$ cat src/rtl/uart_echo_engine_pkg.sv
// Shared definitions for the UART echo engine: transform mode encodings,
// FSM state encodings and the word transform applied at pop time.
package uart_echo_engine_pkg;

    // Widest word the engine supports; the transform works at this width
    // and callers cast the result down to their own DATA_W.
    localparam int MAX_W = 9;

    typedef logic [1:0] mode_t;

    localparam mode_t MODE_ECHO = 2'b00;
    localparam mode_t MODE_INV  = 2'b01;
    localparam mode_t MODE_REV  = 2'b10;
    localparam mode_t MODE_DROP = 2'b11;

    typedef logic [1:0] state_t;

    localparam state_t ST_IDLE      = 2'd0;
    localparam state_t ST_WAIT_BUSY = 2'd1;
    localparam state_t ST_WAIT_DONE = 2'd2;
    localparam state_t ST_GAP       = 2'd3;

    // Apply the run-time transform to the low 'width' bits of 'word'.
    // Bits at and above 'width' in the result are don't-care.
    function automatic logic [MAX_W-1:0] transform(
        input mode_t            mode,
        input logic [MAX_W-1:0] word,
        input int               width
    );
        logic [MAX_W-1:0] res;
        res = word;
        case (mode)
            MODE_INV: res = ~word;
            MODE_REV: begin
                res = '0;
                for (int i = 0; i < MAX_W; i++) begin
                    if (i < width) begin
                        res[width-1-i] = word[i];
                    end
                end
            end
            default: res = word;
        endcase
        return res;
    endfunction

endpackage

$ cat src/rtl/uart_echo_fifo.sv
// Synchronous show-ahead FIFO: the head word is visible on o_rd_data
// whenever the FIFO is not empty. A push is accepted when not full, or
// when full but a pop happens in the same cycle.
module uart_echo_fifo #(
    parameter int DATA_W = 8,
    parameter int DEPTH  = 16
) (
    input  logic                       clk,
    input  logic                       rst,
    input  logic                       i_wr,
    input  logic [DATA_W-1:0]          i_wr_data,
    input  logic                       i_rd,
    output logic [DATA_W-1:0]          o_rd_data,
    output logic [$clog2(DEPTH):0]     o_count,
    output logic                       o_full,
    output logic                       o_empty
);

    localparam int PTR_W = $clog2(DEPTH);
    localparam int CNT_W = PTR_W + 1;

    logic [DATA_W-1:0] r_mem [DEPTH];
    logic [PTR_W-1:0]  r_wr_ptr;
    logic [PTR_W-1:0]  r_rd_ptr;
    logic [CNT_W-1:0]  r_count;

    logic w_full;
    logic w_empty;
    logic w_pop;
    logic w_push;

    assign w_full  = (r_count == CNT_W'(DEPTH));
    assign w_empty = (r_count == '0);
    assign w_pop   = i_rd && !w_empty;
    assign w_push  = i_wr && (!w_full || w_pop);

    // Storage write port.
    // NOTE: the data array has no reset; only pointers and count define
    // validity, so clearing the storage would only add reset fan-out.
    always_ff @(posedge clk) begin
        if (w_push) begin
            r_mem[r_wr_ptr] <= i_wr_data;
        end
    end

    // Pointer and occupancy bookkeeping; pointers wrap naturally (DEPTH is a power of two).
    always_ff @(posedge clk) begin
        if (rst) begin
            r_wr_ptr <= '0;
            r_rd_ptr <= '0;
            r_count  <= '0;
        end else begin
            if (w_push) begin
                r_wr_ptr <= r_wr_ptr + PTR_W'(1);
            end
            if (w_pop) begin
                r_rd_ptr <= r_rd_ptr + PTR_W'(1);
            end
            case ({w_push, w_pop})
                2'b10:   r_count <= r_count + CNT_W'(1);
                2'b01:   r_count <= r_count - CNT_W'(1);
                default: r_count <= r_count;
            endcase
        end
    end

    assign o_rd_data = r_mem[r_rd_ptr];
    assign o_count   = r_count;
    assign o_full    = w_full;
    assign o_empty   = w_empty;

endmodule

$ cat src/rtl/uart_echo_engine.sv
// Echo controller between a UART receiver and transmitter. Received words
// are buffered, transformed by the mode selected at pop time and replayed
// with a tx_val / busy handshake, with busy timeout, inter-frame gap,
// sticky overflow / error flags and wrapping traffic counters.
module uart_echo_engine
    import uart_echo_engine_pkg::*;
#(
    parameter int DATA_W       = 8,
    parameter int DEPTH        = 16,
    parameter int GAP_CYCLES   = 0,
    parameter int BUSY_TIMEOUT = 256,
    parameter int CNT_W        = 16
) (
    input  logic                   clk,
    input  logic                   rst,
    input  logic                   i_rx_val,
    input  logic [DATA_W-1:0]      i_rx_data,
    input  logic                   i_busy,
    input  logic [1:0]             i_mode,
    input  logic                   i_ovf_clr,
    output logic                   o_tx_val,
    output logic [DATA_W-1:0]      o_tx_data,
    output logic [$clog2(DEPTH):0] o_fifo_count,
    output logic                   o_overflow,
    output logic                   o_tx_err,
    output logic [CNT_W-1:0]       o_rx_count,
    output logic [CNT_W-1:0]       o_tx_count
);

    // One timer serves both the busy timeout and the inter-frame gap.
    localparam int TMR_MAX = (BUSY_TIMEOUT > GAP_CYCLES) ? BUSY_TIMEOUT : GAP_CYCLES;
    localparam int TMR_W   = $clog2(TMR_MAX + 1);

    state_t            r_state;
    logic [TMR_W-1:0]  r_timer;
    logic              r_tx_val;
    logic [DATA_W-1:0] r_tx_data;
    logic              r_overflow;
    logic              r_tx_err;
    logic [CNT_W-1:0]  r_rx_count;
    logic [CNT_W-1:0]  r_tx_count;

    logic [DATA_W-1:0]      w_head;
    logic [$clog2(DEPTH):0] w_fifo_count;
    logic                   w_full;
    logic                   w_empty;
    logic                   w_can_start;
    logic                   w_drop;
    logic                   w_send;
    logic                   w_pop;
    logic                   w_ovf_evt;
    logic                   w_busy_timeout;
    logic                   w_tx_done;
    logic [DATA_W-1:0]      w_xform;

    uart_echo_fifo #(
        .DATA_W (DATA_W),
        .DEPTH  (DEPTH)
    ) u_fifo (
        .clk       (clk),
        .rst       (rst),
        .i_wr      (i_rx_val),
        .i_wr_data (i_rx_data),
        .i_rd      (w_pop),
        .o_rd_data (w_head),
        .o_count   (w_fifo_count),
        .o_full    (w_full),
        .o_empty   (w_empty)
    );

    // Discard mode drains the head regardless of busy; every other mode
    // waits for an idle transmitter before launching the word.
    assign w_can_start    = (r_state == ST_IDLE) && !w_empty;
    assign w_drop         = w_can_start && (i_mode == MODE_DROP);
    assign w_send         = w_can_start && (i_mode != MODE_DROP) && !i_busy;
    assign w_pop          = w_drop || w_send;
    assign w_ovf_evt      = i_rx_val && w_full && !w_pop;
    assign w_busy_timeout = (r_state == ST_WAIT_BUSY) && !i_busy &&
                            (r_timer == TMR_W'(BUSY_TIMEOUT - 1));
    assign w_tx_done      = (r_state == ST_WAIT_DONE) && !i_busy;
    assign w_xform        = DATA_W'(transform(i_mode, MAX_W'(w_head), DATA_W));

    // Transmit handshake FSM: launch, wait for busy to rise, wait for it to fall, then gap.
    // NOTE: all state here is updated with non-blocking assignments so every
    // branch sees the pre-edge values of r_state and r_timer.
    always_ff @(posedge clk) begin
        if (rst) begin
            r_state   <= ST_IDLE;
            r_timer   <= '0;
            r_tx_val  <= 1'b0;
            r_tx_data <= '0;
        end else begin
            r_tx_val <= w_send;
            if (w_send) begin
                r_tx_data <= w_xform;
            end
            case (r_state)
                ST_IDLE: begin
                    if (w_send) begin
                        r_state <= ST_WAIT_BUSY;
                        r_timer <= '0;
                    end
                end
                ST_WAIT_BUSY: begin
                    if (i_busy) begin
                        r_state <= ST_WAIT_DONE;
                    end else if (w_busy_timeout) begin
                        r_state <= ST_IDLE;
                    end else begin
                        r_timer <= r_timer + TMR_W'(1);
                    end
                end
                ST_WAIT_DONE: begin
                    if (!i_busy) begin
                        r_timer <= '0;
                        r_state <= (GAP_CYCLES == 0) ? ST_IDLE : ST_GAP;
                    end
                end
                ST_GAP: begin
                    if (r_timer == TMR_W'(GAP_CYCLES - 1)) begin
                        r_state <= ST_IDLE;
                    end else begin
                        r_timer <= r_timer + TMR_W'(1);
                    end
                end
                default: r_state <= ST_IDLE;
            endcase
        end
    end

    // Sticky flags (a new event beats a same-cycle clear) and wrapping traffic counters.
    always_ff @(posedge clk) begin
        if (rst) begin
            r_overflow <= 1'b0;
            r_tx_err   <= 1'b0;
            r_rx_count <= '0;
            r_tx_count <= '0;
        end else begin
            if (w_ovf_evt) begin
                r_overflow <= 1'b1;
            end else if (i_ovf_clr) begin
                r_overflow <= 1'b0;
            end
            if (w_busy_timeout) begin
                r_tx_err <= 1'b1;
            end else if (i_ovf_clr) begin
                r_tx_err <= 1'b0;
            end
            if (i_rx_val && !w_ovf_evt) begin
                r_rx_count <= r_rx_count + CNT_W'(1);
            end
            if (w_tx_done) begin
                r_tx_count <= r_tx_count + CNT_W'(1);
            end
        end
    end

    assign o_tx_val     = r_tx_val;
    assign o_tx_data    = r_tx_data;
    assign o_fifo_count = w_fifo_count;
    assign o_overflow   = r_overflow;
    assign o_tx_err     = r_tx_err;
    assign o_rx_count   = r_rx_count;
    assign o_tx_count   = r_tx_count;

endmodule

$ cat config.mk
export PLATFORM = sky130hd
export DESIGN_NAME = uart_echo_engine
export DESIGN_NICKNAME = d
export VERILOG_FILES = /design/src/rtl/uart_echo_engine_pkg.sv /design/src/rtl/uart_echo_fifo.sv /design/src/rtl/uart_echo_engine.sv
export SDC_FILE = /design/constraint.sdc
export NUM_CORES = 1
export LEC_CHECK = 0
export CAP_MARGIN = 25
export CORE_ASPECT_RATIO = 0.6
export CORE_MARGIN = 5
export CORE_UTILIZATION = 50
export CTS_CLUSTER_DIAMETER = 50
export DETAILED_ROUTE_END_ITERATION = 10
export HOLD_SLACK_MARGIN = 0.15
export PLACE_DENSITY = 0.78
export SLEW_MARGIN = 20
export SYNTH_ARGS = -nofsm -noshare
export SYNTH_HDL_FRONTEND = slang
export SYNTH_SLANG_ARGS = --single-unit
$ cat constraint.sdc
create_clock -name clk -period 3.2 [get_ports clk]
set_clock_uncertainty 0.05 [all_clocks]
set_input_delay 0.32 -clock clk [delete_from_list [all_inputs] [get_ports clk]]
set_output_delay 0.32 -clock clk [all_outputs]
set_load 0.1 [all_outputs]
Yosys cells after proc, flatten, opt, wreduce, memory -nomap -nowiden. Memory sizes are Yosys's and may differ from the RTL's. A register that Yosys moved wholly into a read port is not among the register bits. Index checks and enable logic that the tools add are counted.

Bits in registers: 67. Latch bits: 0. Bits in writable memories: 128. Memory bits (read-only): 0. Output and inout bits: 48. Word-level logic and storage cells: 86. Memories kept: 1.

Memory list: u_fifo.r_mem (depth 16, bits a word 8, read ports 1, clocked after Yosys merged registers in 1, write ports 1, RTL line uart_echo_fifo.sv:22) `logic [DATA_W-1:0] r_mem [DEPTH];`.

Add/subtract/negate cells: 7. $mul: 0. Div/mod/pow operators: 0. Magnitude comparators: 0. Equal/unequal tests: 19. Shift operators: 0. Muxes and demuxes: 21. Bitwise operators: 1. Reduce and logical (&&, ||, !) cells: 26.

Operators with widths (count): two-way mux 9 bit (5); case mux 9 bit (4 select lines) (1); adder 16 x 1 -> 16 bit (second input constant) (2); case mux 8 bit (2 select lines) (1); != test 2 bit (second input constant) (7); logical AND 1 bit (12); == test 2 bit (second input constant) (5); two-way mux 2 bit (5); case mux 5 bit (2 select lines) (1); adder 9 x 1 -> 9 bit (second input constant) (1); == test 9 x 8 -> 1 bit (second input constant) (1); == test 9 bit (second input constant) (1); adder 4 x 1 -> 4 bit (second input constant) (2); two-way mux 4 bit (2); inverter 8 bit (1); case mux 2 bit (4 select lines) (1); == test 2 x 1 -> 1 bit (second input constant) (3); nonzero test 2 bit (3); adder 5 x 1 -> 5 bit (second input constant) (1); == test 5 bit (second input constant) (1); logical NOT 1 bit (5); logical NOT 5 bit (1); two-way mux 1 bit (5); AND reduction 5 bit (1); other kinds (5) (6).

Longest topological paths before layout.
Depth in word-level cells: 11. Depth in mapped cells: 10. Gate-level depth less buffers: 9.

Modules after synthesis. A second synthesis with hierarchy kept.

Cells, all modules: 652. Area, all modules: 8612.0 sq um.

By module, submodules not included: uart_echo_fifo (instances 1, cells an instance 322, area an instance 5854.4 sq um, seq. area each 4184.0 sq um); uart_echo_engine (instances 1, cells an instance 330, area an instance 2757.6 sq um, seq. area each 1081.0 sq um).

Least setup slack after synthesis. Ideal clock, no wire load.

Path kind: reg2reg. Start point: reg u_fifo.r_count[1], in the netlist u_fifo.o_count[1]. End point: reg u_fifo.r_count[4], in the netlist u_fifo.o_count[4]. Library setup time: 0.123 ns. Arrival time: 3.161 ns. Required time: 3.027 ns. Setup slack: -0.134 ns. Cell stages (with the launch flop): 10. Path buffers: 1. Clock period less this slack: 3.334 ns. Cell sequence: dfxtp_1 > buf_2 > nor4_4 > a2111oi_4 > xor2_1 > ha_1 > o31a_1 > or4_1 > o21ai_1 > mux2_1.

Word-level cells in the longest chain between the ends: 11.

Ends and longest elaborated chain: start, declared (RTL line uart_echo_fifo.sv:25) `logic [CNT_W-1:0] r_count;`; start signal, assigned (RTL line uart_echo_fifo.sv:60) `2'b10: r_count <= r_count + CNT_W'(1);`; start signal, assigned (RTL line uart_echo_fifo.sv:61) `2'b01: r_count <= r_count - CNT_W'(1);`; start signal, assigned (RTL line uart_echo_fifo.sv:62) `default: r_count <= r_count;`; logical NOT 5 bit (RTL line uart_echo_fifo.sv:33) `assign w_empty = (r_count == '0);`; logical NOT 1 bit (RTL line uart_echo_fifo.sv:34, uart_echo_engine.sv:73); logical AND 1 bit (RTL line uart_echo_engine.sv:73) `assign w_can_start = (r_state == ST_IDLE) && !w_empty;`; logical AND 1 bit (2 in a row) (RTL line uart_echo_engine.sv:75) `assign w_send = w_can_start && (i_mode != MODE_DROP) && !i_busy;`; logical OR 1 bit (RTL line uart_echo_engine.sv:76) `assign w_pop = w_drop || w_send;`; logical AND 1 bit (RTL line uart_echo_fifo.sv:34) `assign w_pop = i_rd && !w_empty;`; logical OR 1 bit (RTL line uart_echo_fifo.sv:35) `assign w_push = i_wr && (!w_full || w_pop);`; logical AND 1 bit (RTL line uart_echo_fifo.sv:35); == test 2 x 1 -> 1 bit / == test 2 bit (equally long branches) (RTL line uart_echo_fifo.sv:59) `case ({w_push, w_pop})`; case mux 5 bit (2 select lines) / nonzero test 2 bit (equally long branches).

Parallel ways exist; a longest one is shown, timed or not. A chain may end at the register's enable or synchronous reset.

Final worst setup path.
Start point: in i_mode[1]. End point: reg u_fifo.r_count[4], in the netlist u_fifo.o_count[4].

Word-level cells in the longest chain between the ends: 9.

Ends and longest elaborated chain: start, declared (RTL line uart_echo_engine.sv:19) `input logic [1:0] i_mode,`; != test 2 bit (RTL line uart_echo_engine.sv:75); logical AND 1 bit (2 in a row) (RTL line uart_echo_engine.sv:75); logical OR 1 bit (*) (RTL line uart_echo_engine.sv:76); logical AND 1 bit (*) (RTL line uart_echo_fifo.sv:34); logical OR 1 bit (RTL line uart_echo_fifo.sv:35); logical AND 1 bit (RTL line uart_echo_fifo.sv:35); == test 2 x 1 -> 1 bit / == test 2 bit (equally long branches) (RTL line uart_echo_fifo.sv:59); case mux 5 bit (2 select lines) / nonzero test 2 bit (equally long branches).

Every way passes the cells marked *; elsewhere a longest branch is shown, timed or not.

==> results.json <==
{
  "grt.overflow.total": 0,
  "synth_most_common_cell": "edfxtp_1",
  "htree_levels": 4,
  "chipHeight_um": 110.4,
  "rsz0062_at_grt": "no",
  "gp_congestion": 0.8202,
  "ys_async_sr_fraction_pct": 0,
  "wl_um": 18670,
  "yosys-top-cells-count": "128 x edfxtp_1, 71 x dfxtp_1, 60 x nor2_1, 32 x mux4_2, 27 x nand2_1",
  "dp_slack_ns": -0.001761,
  "powerDensity_nw_per_um2": 706.1,
  "holdWs_ns": 0.2314,
  "maxCapViolations": 0,
  "core_area_um2": 16350,
  "num_io_pins": 63,
  "insertion_delay_ns": 0.44,
  "drtIter0Drc": 667,
  "vias_per_cell": 5.736,
  "cts_root_buf": "clkbuf_16",
  "numPortBuffers": 62,
  "avgSynthCellArea_um2": 13.67,
  "grtUsageTotal_pct": 19.78,
  "crit_required_ns": 3.47,
  "initial_utilization_pct": 51.32,
  "cts_buffer_depth": 2,
  "hold_viol": 0,
  "path_class": "in -> reg",
  "drive_gt1_share_pct": 16.36,
  "ant_nets": 0,
  "synth-seq-area-share_pct": 62.74,
  "drv_slew": 0,
  "synth-main-ff-cell": "edfxtp_1",
  "grt_max_degree": 43,
  "critPathMaxFanout": 4,
  "cp_slowest_cell": "clkdlybuf4s50_1",
  "endpoint_kind": "register",
  "nets": 720,
  "critPathLaunchType": "input pin",
  "cpPeakStageDelay_ns": 0.48,
  "cts_tree": "done",
  "critPathMostFrequentCell": "ha_1",
  "setup_viol_count_final": 0,
  "drc": 0,
  "syn_area_um2": 8392,
  "crit_chain": "clkdlybuf4s50_1 > ha_1 > nor2b_1 > a2111oi_4 > xor2_1 > ha_1 > o31a_1 > or4_1 > o21ai_1 > mux2_1",
  "max_freq_ghz": 0.3572,
  "dieArea_um2": 19560,
  "num_vias": 5340,
  "synthDominantCellAreaShare_pct": 45.80,
  "yosysTopAreaCell": "edfxtp_1",
  "syn2layout_area_growth_pct": 18.34,
  "drt_first_pass_iters": 6,
  "setup_ws_ns": 0.4001,
  "period_minus_slack_ns": 2.800,
  "cts_resized": 0,
  "final_area_um2": 9931,
  "cts_buffers": 17,
  "ys_ff_latch": 199,
  "grt_pass1_vias": 5284,
  "clk_pin_slew_ns": 0.08,
  "syn_nets": 644,
  "diodes": 0,
  "die_x_um": 177.3,
  "worst_slew_pin_slew_ns": 0.9968,
  "placed_area_um2": 9350,
  "min_path_type": "in -> reg",
  "ys.warnings.count": 0,
  "grt_pass1_wl_um": 28920,
  "outcome": "finished clean",
  "arrival_ns": 3.07,
  "synth.distinct_cells": 58,
  "period_share_pct": 87.50,
  "synth_edf_count": 128,
  "cts_hold_buf": 0,
  "detailed_place_hpwl_um": 12590,
  "cellLeakagePower_uw": 0.003331,
  "antenna_found_initial": 0,
  "clkSinkCount": 199,
  "syn-instance-count": 614,
  "wl_per_cell_um": 20.06,
  "num_rows": 36,
  "max-vdd-ir-drop_mv": 0.3679,
  "slew_headroom_pct": 33.34,
  "postCtsSetupRepairBufs": 0,
  "synthTopCellsByArea": "edfxtp_1 46%, dfxtp_1 17%, mux4_2 8.6%"
}
-- cells by family (layout without fill, tap and decap cells) --
| family | after synthesis | after routing | share of synthesized area, % |
|---|---|---|---|
| compound gates | 87 | 87 | 7.500 |
| xor+xnor | 33 | 33 | 3.444 |
| mux | 47 | 47 | 10.39 |
| flops | 199 | 199 | 62.74 |
| fa+ha+maj | 15 | 15 | 2.236 |
| simple gates | 178 | 178 | 10.90 |
| buf+inv | 55 | 144 | 2.788 |
-- through the flow --
stage	setup TNS [ns]	cells	utilization (%)	total power [µW]
after floorplan	0	614	-	4467
after global placement	0	899	57.19	4889
after detailed placement	-0.001761	899	57.19	4951
after CTS	0	931	60.74	7030
after global routing	0	931	60.74	7281
final	0	931	60.74	7012
-- final timing paths --
| path | from | cells after the start | to | slack [ns] |
|---|---|---|---|---|
| min reg2reg | r_timer[1] | 2 | r_timer[1] | 0.43 |
| max reg2reg | r_state[0] | 8 | u_fifo.o_count[4] | 0.49 |
| min | rst | 2 | o_tx_err | 0.23 |
| max | i_mode[1] | 10 | u_fifo.o_count[4] | 0.40 |
-- routing by layer --
| layer | wire [µm] | vias to the layer above | share of wire [%] | track usage (%) |
|---|---|---|---|---|
| met2 | 8532 | 184 | 46 | 29.80 |
| met4 | 139 | 0 | 0.74 | 4.688 |
| met5 | 0 | - | 0 | 0 |
| li1 | - | 2459 | - | - |
| met1 | 8621 | 2686 | 46 | 28.82 |
| met3 | 1378 | 11 | 7.4 | 5.590 |
-- cell usage in the layout, fill, tap and decap left out, drive strengths merged, types with 2 or more instances in the layout --
cell,synthesis,layout
edfxtp,128,128
dfxtp,71,71
nor2,60,60
clkdlybuf4s50,0,55
buf,20,34
mux4,32,32
inv,23,31
nand2,27,27
xor2,20,20
a21oi,18,18
clkbuf,12,17
ha,15,15
nand3,15,15
mux2i,14,14
nand4,14,14
xnor2,13,13
nand2b,12,12
o21ai,12,12
nor3,9,9
or3,9,9
o22ai,9,9
a21o,9,9
a31oi,9,9
a221o,8,8
or4,7,7
and2,6,6
and3,6,6
clkinv,0,5
o31ai,4,4
nor2b,3,3
o21bai,3,3
or2,3,3
o211ai,3,3
and4,2,2
o21a,2,2
nand3b,2,2
clkinvlp,0,2
nor4,2,2
a2111oi,2,2
a211oi,2,2
-- state kept, by name (all words and copies together), names as in the netlist, named ones only --
| signal | count |
|---|---|
| o_tx_count | 16 |
| o_overflow | 1 |
| o_rx_count | 16 |
| r_state | 2 |
| u_fifo.o_count | 5 |
| u_fifo.r_wr_ptr | 4 |
| u_fifo.r_mem | 128 |
| o_tx_data | 8 |
| u_fifo.r_rd_ptr | 4 |
| o_tx_val | 1 |
| o_tx_err | 1 |
| r_timer | 9 |
-- area by class of cell --
type                            count  area, µm²
Clock buffer                       17      425.4
Clock inverter                     15      155.1
Fill cell                        1225       6420
Inverter                           23      86.33
Multi-Input combinational cell    360       2893
Sequential cell                   199       5270
Tap cell                          228      285.3
Timing Repair Buffer               89      815.8
-- report_power, final --
group	switching (µW)	internal [µW]
Sequential	186	2890
Combinational	1240	604
Clock	1040	1050
Total	2470	4540
-- critical path: cells and delay by family --
family / cells / cell delay (ns)
AOI/OAI and AO/OA: 3 / 0.75
and+or+nand+nor: 2 / 0.55
adders and majority gates: 2 / 0.52
buffers and inverters: 1 / 0.48
muxes: 1 / 0.33
xor gates and xnor gates: 1 / 0.12
No activity file was read; power rests on OpenSTA's default activity.
